`src/rtl/cpu_trace_pkg.sv`:
```
// Shared encodings and defaults for the CPU trace buffer.
// Imported by the buffer top and its storage.
package cpu_trace_pkg;

   localparam int DefDataW = 32;
   localparam int DefCh    = 4;
   localparam int DefDepth = 16;

   localparam logic [1:0] ModeWrap     = 2'd0;
   localparam logic [1:0] ModeStopFull = 2'd1;
   localparam logic [1:0] ModeTrigger  = 2'd2;
   localparam logic [1:0] ModeRsvd     = 2'd3;

   localparam logic [1:0] StIdle    = 2'd0;
   localparam logic [1:0] StArmed   = 2'd1;
   localparam logic [1:0] StCapture = 2'd2;
   localparam logic [1:0] StDone    = 2'd3;

   // Every mode other than wrap ends the capture once the buffer fills.
   function automatic logic endsWhenFull(input logic [1:0] m);
      return m != ModeWrap;
   endfunction

endpackage

```
`src/rtl/trace_ram.sv`:
```
// Simple dual-port trace storage: synchronous write, registered read.
// Contents are never reset; only the read register is.
module trace_ram
   import cpu_trace_pkg::*;
#(
   parameter int WIDTH = (DefCh + 1) * DefDataW,
   parameter int DEPTH = DefDepth,
   parameter int AW    = $clog2(DEPTH)
) (
   input  logic             clk,
   input  logic             Rst,
   input  logic             wrEn,
   input  logic [AW-1:0]    wrAddr,
   input  logic [WIDTH-1:0] wrData,
   input  logic             rdEn,
   input  logic [AW-1:0]    rdAddr,
   output logic [WIDTH-1:0] rdData
);

   logic [WIDTH-1:0] mem [DEPTH];

   always_ff @(posedge clk) begin
      if (wrEn) begin
         mem[wrAddr] <= wrData;
      end
   end

   always_ff @(posedge clk or negedge Rst) begin
      if (!Rst) begin
         rdData <= '0;
      end else if (rdEn) begin
         rdData <= mem[rdAddr];
      end
   end

endmodule

```
`src/rtl/cpu_trace_buffer.sv`:
```
// Capture buffer for retired-instruction PC and datapath channels.
// Wrap, stop-when-full and PC-trigger capture modes; drained in DONE.
module cpu_trace_buffer
   import cpu_trace_pkg::*;
#(
   parameter int DATA_W = DefDataW,
   parameter int CH     = DefCh,
   parameter int DEPTH  = DefDepth
) (
   input  logic                         clk,
   input  logic                         Rst,
   input  logic                         arm,
   input  logic                         stop,
   input  logic [1:0]                   mode,
   input  logic [DATA_W-1:0]            trig_pc,
   input  logic                         valid,
   input  logic [DATA_W-1:0]            pc,
   input  logic [CH*DATA_W-1:0]         ch_data,
   input  logic                         rd_en,
   output logic [(CH+1)*DATA_W-1:0]     rd_data,
   output logic                         rd_valid,
   output logic [$clog2(DEPTH):0]       count,
   output logic [1:0]                   state,
   output logic                         overflow
);

   localparam int AW = $clog2(DEPTH);
   localparam int CW = AW + 1;
   localparam int EW = (CH + 1) * DATA_W;
   localparam logic [CW-1:0] Full    = CW'(DEPTH);
   localparam logic [CW-1:0] AlmostF = CW'(DEPTH - 1);

   logic [AW-1:0]     wrPtr;
   logic [AW-1:0]     rdPtr;
   logic [CW-1:0]     cnt;
   logic [1:0]        stQ;
   logic [1:0]        modeQ;
   logic [DATA_W-1:0] trigQ;
   logic              ovfQ;
   logic              rdValidQ;

   logic isFull;
   logic capturing;
   logic trigHit;
   logic wrEn;
   logic rdEn;
   logic lastWr;

   assign isFull    = cnt == Full;
   assign capturing = stQ == StCapture;
   assign trigHit   = stQ == StArmed && pc == trigQ;

   // arm and stop both pre-empt a same-cycle sample.
   assign wrEn = !arm && !stop && valid
               && (capturing || trigHit);

   assign rdEn = !arm && rd_en && stQ == StDone
               && cnt != '0;

   // No reads happen while capturing, so cnt is the
   // total write count in the non-wrap modes.
   assign lastWr = wrEn && endsWhenFull(modeQ)
                 && cnt == AlmostF;

   always_ff @(posedge clk or negedge Rst) begin
      if (!Rst) begin
         stQ      <= StIdle;
         wrPtr    <= '0;
         rdPtr    <= '0;
         cnt      <= '0;
         ovfQ     <= 1'b0;
         modeQ    <= ModeWrap;
         trigQ    <= '0;
         rdValidQ <= 1'b0;
      end else if (arm) begin
         wrPtr    <= '0;
         rdPtr    <= '0;
         cnt      <= '0;
         ovfQ     <= 1'b0;
         modeQ    <= mode;
         trigQ    <= trig_pc;
         rdValidQ <= 1'b0;
         stQ      <= (mode == ModeTrigger) ? StArmed
                                           : StCapture;
      end else begin
         rdValidQ <= rdEn;
         if (wrEn) begin
            wrPtr <= wrPtr + 1'b1;
            if (isFull) begin
               rdPtr <= rdPtr + 1'b1;
               ovfQ  <= 1'b1;
            end else begin
               cnt <= cnt + 1'b1;
            end
         end
         if (rdEn) begin
            rdPtr <= rdPtr + 1'b1;
            cnt   <= cnt - 1'b1;
         end
         unique case (1'b1)
            stop && (stQ == StArmed || capturing):
               stQ <= StDone;
            lastWr:
               stQ <= StDone;
            wrEn && stQ == StArmed:
               stQ <= StCapture;
            default:
               stQ <= stQ;
         endcase
      end
   end

   trace_ram #(
      .WIDTH (EW),
      .DEPTH (DEPTH),
      .AW    (AW)
   ) uRam (
      .clk    (clk),
      .Rst    (Rst),
      .wrEn   (wrEn),
      .wrAddr (wrPtr),
      .wrData ({ch_data, pc}),
      .rdEn   (rdEn),
      .rdAddr (rdPtr),
      .rdData (rd_data)
   );

   assign rd_valid = rdValidQ;
   assign count    = cnt;
   assign state    = stQ;
   assign overflow = ovfQ;

endmodule

```
`config.mk`:
```
export PLATFORM = sky130hd
export DESIGN_NAME = cpu_trace_buffer
export DESIGN_NICKNAME = d
export VERILOG_FILES = /design/src/rtl/cpu_trace_pkg.sv /design/src/rtl/trace_ram.sv /design/src/rtl/cpu_trace_buffer.sv
export SDC_FILE = /design/constraint.sdc
export NUM_CORES = 2
export LEC_CHECK = 0
export ABC_AREA = 1
export ABC_CLOCK_PERIOD_IN_PS = 10400
export CAP_MARGIN = 20
export CORE_UTILIZATION = 35
export CTS_CLUSTER_SIZE = 30
export DETAILED_ROUTE_END_ITERATION = 8
export GPL_ROUTABILITY_DRIVEN = 0
export PLACE_DENSITY = 0.56
export SLEW_MARGIN = 5
export SYNTH_ARGS = -nofsm -noshare
export SYNTH_HDL_FRONTEND = slang
export SYNTH_SLANG_ARGS = --single-unit
```
`constraint.sdc`:
```
create_clock -name clk -period 10.4 [get_ports clk]
set_input_delay 3.12 -clock clk [delete_from_list [all_inputs] [get_ports clk]]
set_output_delay 3.12 -clock clk [all_outputs]
set_load 0.005 [all_outputs]
```
==> results.md <==
- worst-case vdd ir drop: 0.0002279 V
- launching point of the worst reg2reg path: state[1]
- r2r endpoint: uRam.mem[5][127]
- detailed-route via count: 66.73k
- clock tree sinks: 2771
- required time of the critical path: 10860 ps
- DR pass1 iterations: 6
- transition time at the pin with the least slew margin: 1349 ps
- floorplan row count: 202
- EDFF count, synth: 2560
- Fill cells: 27.53k
- Fin Clk Skew: 62.88 ps
- count of max-cap constraint violations: 0
- synth unique cells: 35
- adder-cell area share of the yosys netlist: 0.1479%
- average routed wire per standard cell: 25.89 um
- total DRC errors in the routed layout: 0
- die area: 0.3067 sq mm
- core outline area: 0.3028 sq mm
- area added between synthesis and finish: 16.27%
- Mapped Cells: 7541
- mean post-synth cell area: 14.13 sq um
- setup ws final: 3083 ps
- leading register cell type out of synthesis: sky130_fd_sc_hd__edfxtp_1
- placed wire-length estimate after detailed placement: 161.7 mm
- worst setup slack after placement: 2189 ps
- Max Clock Freq: 0.1367 GHz
- CTS HTree Levels: 5
- count of buffers added by post-CTS timing repair for setup: 0
- parity-gate share of the synthesized area counting xor and xnor cells: 0.1479%
- final-report setup violation count: 0
- Chip Height: 553.8 um
- launch point of the critical path: pc[28]
- post-synthesis compound-gate area fraction: 12.90%
- total nets after synthesis: 7753
- flop and latch count out of synthesis: 2771
- portion of the clock cycle consumed by the worst path in the final layout: 70.35%
- Core Util, Final: 40.93%
- cts repair resizes: 0
- Die Width: 553.8 um
- worst min-delay path class: flip-flop to flip-flop
- time the final worst path needs with I/O delays and setup: 7317 ps
- unrepaired setup endpoints after global routing: no
- number of top-level pins: 369
- hold-fix buffers at CTS: 0
- final net count: 7964
- relative slew slack: 10.09%
- buffer levels on the longest clock path: 4
- GRT overflow: 0
- TritonCTS clock tree: built
- sequential cell area fraction in the yosys report: 77.08%
- global-route wire length before repair: 454.2 mm
- count of cells along the worst hold path: 2
- crit path capture type: flip-flop
- starting density of the core: 35.20%
- layout cells sized above 1: 7.330%
- number of antenna violations at the first check in global routing: 45
- detailed-route vias per instance: 5.567
- leak pwr: 39.13 nW
- GRT Resource Usage Total: 19.70%
- multiplexer share of the synthesized area: 0%
- post-synthesis share of cell area spent on and, or, nand and nor gates: 6.945%
- number of global-route vias before repair: 65.48k
- violation count after the first detailed-routing iteration: 6628
- antenna-violating nets left: 0
- TritonCTS Buffers: 300
- result of the run: complete, no violations
- length in cells of the worst reg-to-reg path: 13
- slack of the worst reg-to-reg path: 5570 ps
- critical hold path startpoint: trigQ[2]
- yosys synthesis warning count: 0
- capture point of the critical path: uRam.mem[5][127]
- Final Max Slew Viols: 0
- CP Data Arrival Time: 7780 ps
- Worst Path Class, Setup: input pin to flip-flop
- root buffer cell: sky130_fd_sc_hd__clkbuf_16
- PwrDens: 228.6 mW/mm^2
- Worst-path clk slew: 60 ps
- async set-reset flop share out of synthesis: 7.615%
- maximum fanout along the worst path: 52
- final hold violation count: 0
- largest family of logic cells by synthesized area: compound AO/OA/AOI/OAI gates
- quantity of I/O buffers inserted on ports: 368
- maximum number of pins on one net before global-route repair: 246
- worst skew pair latency: 880 ps
- crit path launch type: input pin
- Post-Synthesis Cell Area: 0.1066 sq mm
- wirelength, routed: 310.4 mm
## layout by cell type (no fill, tap or decap), types with 101 or more instances in the layout
master / count
sky130_fd_sc_hd__a31oi_1: 160
sky130_fd_sc_hd__clkbuf_16: 305
sky130_fd_sc_hd__clkdlybuf4s50_1: 366
sky130_fd_sc_hd__dfrtp_1: 207
sky130_fd_sc_hd__edfxtp_1: 2560
sky130_fd_sc_hd__nand2_1: 145
sky130_fd_sc_hd__nand3_1: 245
sky130_fd_sc_hd__nor2_1: 1466
sky130_fd_sc_hd__o211ai_1: 101
sky130_fd_sc_hd__o21ai_0: 1264
sky130_fd_sc_hd__o221ai_1: 539
sky130_fd_sc_hd__o22ai_1: 101
## sequential cells by signal, indices dropped and copies added (netlist names)
| signal | count |
|---|---|
| count | 5 |
| trigQ | 32 |
| rd_valid | 1 |
| modeQ | 2 |
| wrPtr | 4 |
| uRam.rdData | 160 |
| overflow | 1 |
| rdPtr | 4 |
| state | 2 |
| uRam.mem | 2560 |
## where the power goes
group | switching, W | internal [W] | leakage, nW | total [W]
clock network | 0.00436 | 0.00619 | 4.75 | 0.0106
registers | 0.000512 | 0.0126 | 25.4 | 0.0131
logic | 0.00303 | 0.00168 | 8.95 | 0.00471
## routing by layer
layer  routed length, um  vias to the layer above  part of all wire [%]  GRT usage [%]
li1                    -                    29319                     -              -
met1              132800                    34445                    43          26.92
met2              150200                     2486                    48          32.73
met3               19380                      459                   6.2          2.788
met4                7855                       16                   2.5          5.490
met5                 102                        -                 0.033              0
## cell usage after synthesis, types with 2 or more instances
cell                       count  area share [%]
sky130_fd_sc_hd__buf_6        34            0.36
sky130_fd_sc_hd__buf_4        34            0.24
sky130_fd_sc_hd__xor2_1        6           0.049
sky130_fd_sc_hd__nand3_1     245             1.2
sky130_fd_sc_hd__ha_1         11            0.13
sky130_fd_sc_hd__or2_2         2           0.012
sky130_fd_sc_hd__inv_2         4           0.014
sky130_fd_sc_hd__a21oi_1       5           0.023
sky130_fd_sc_hd__clkbuf_1    356             1.3
sky130_fd_sc_hd__dfrtp_1     211             5.0
sky130_fd_sc_hd__nand4_1       4           0.023
sky130_fd_sc_hd__o211ai_1    101            0.71
sky130_fd_sc_hd__inv_1        56            0.20
sky130_fd_sc_hd__edfxtp_1   2560              72
sky130_fd_sc_hd__nand2_1     145            0.51
sky130_fd_sc_hd__xnor2_1      12           0.099
sky130_fd_sc_hd__a31oi_1     160            0.94
sky130_fd_sc_hd__o22ai_1     101            0.59
sky130_fd_sc_hd__buf_2       134            0.63
sky130_fd_sc_hd__o21ai_1      47            0.22
sky130_fd_sc_hd__buf_1        17           0.060
sky130_fd_sc_hd__o21ai_0    1264             5.9
sky130_fd_sc_hd__o221ai_1    539             4.4
sky130_fd_sc_hd__nor2_1     1482             5.2
## critical path, stage by stage
cell and delay (ps):
sky130_fd_sc_hd__clkdlybuf4s50_1 910, sky130_fd_sc_hd__inv_1 110, sky130_fd_sc_hd__nand2_1 100, sky130_fd_sc_hd__nand2_1 50, sky130_fd_sc_hd__nor2_1 160, sky130_fd_sc_hd__nand2_1 80, sky130_fd_sc_hd__nor2_1 120, sky130_fd_sc_hd__nand2_1 120
sky130_fd_sc_hd__nor2_1 430, sky130_fd_sc_hd__nand2_1 260, sky130_fd_sc_hd__a21boi_4 480, sky130_fd_sc_hd__nand2_1 370, sky130_fd_sc_hd__nor2_4 880, sky130_fd_sc_hd__buf_12 430
## worst min-delay path by stage
stage	to	slack, ps
2_1_floorplan	trigQ[2]	460
5_1_grt	trigQ[2]	510
3_5_place_dp	trigQ[2]	480
4_1_cts	trigQ[2]	500
3_3_place_gp	trigQ[4]	480
6_report	trigQ[2]	500
## cell type report
type | instances | area, sq um | area share, %
Antenna cell | 13 | 32.53 | 0.02625
Tap cell | 3978 | 4977 | 4.016
Clock buffer | 414 | 8372 | 6.756
Multi-Input combinational cell | 4133 | 21580 | 17.42
Clock inverter | 131 | 1363 | 1.100
Inverter | 61 | 285.3 | 0.2302
Timing Repair Buffer | 485 | 5140 | 4.148
Sequential cell | 2771 | 82170 | 66.31
## cell families after synthesis
| family | Yosys count |
|---|---|
| AO/OA/AOI/OAI | 2221 |
| AND/OR/NAND/NOR | 1882 |
| XOR/XNOR | 18 |
| flip-flops | 2771 |
| adder cells (fa/ha/maj) | 12 |
| buffers and inverters | 637 |
## stage by stage
stage | instance area [sq um] | total power, W | hold WS [ps] | setup TNS [ps] | instances
floorplan | 106600 | 0.01574 | 461.3 | -2546450 | 7541
global placement | 114100 | 0.01799 | 476.4 | 0 | 11425
detailed placement | 114100 | 0.01807 | 482.5 | 0 | 11427
CTS | 123900 | 0.02862 | 496.4 | 0 | 11972
global route | 123900 | 0.02947 | 513.5 | 0 | 11981
finish | 123900 | 0.02833 | 502.7 | 0 | 11986
(Power assumes the default switching activity.)
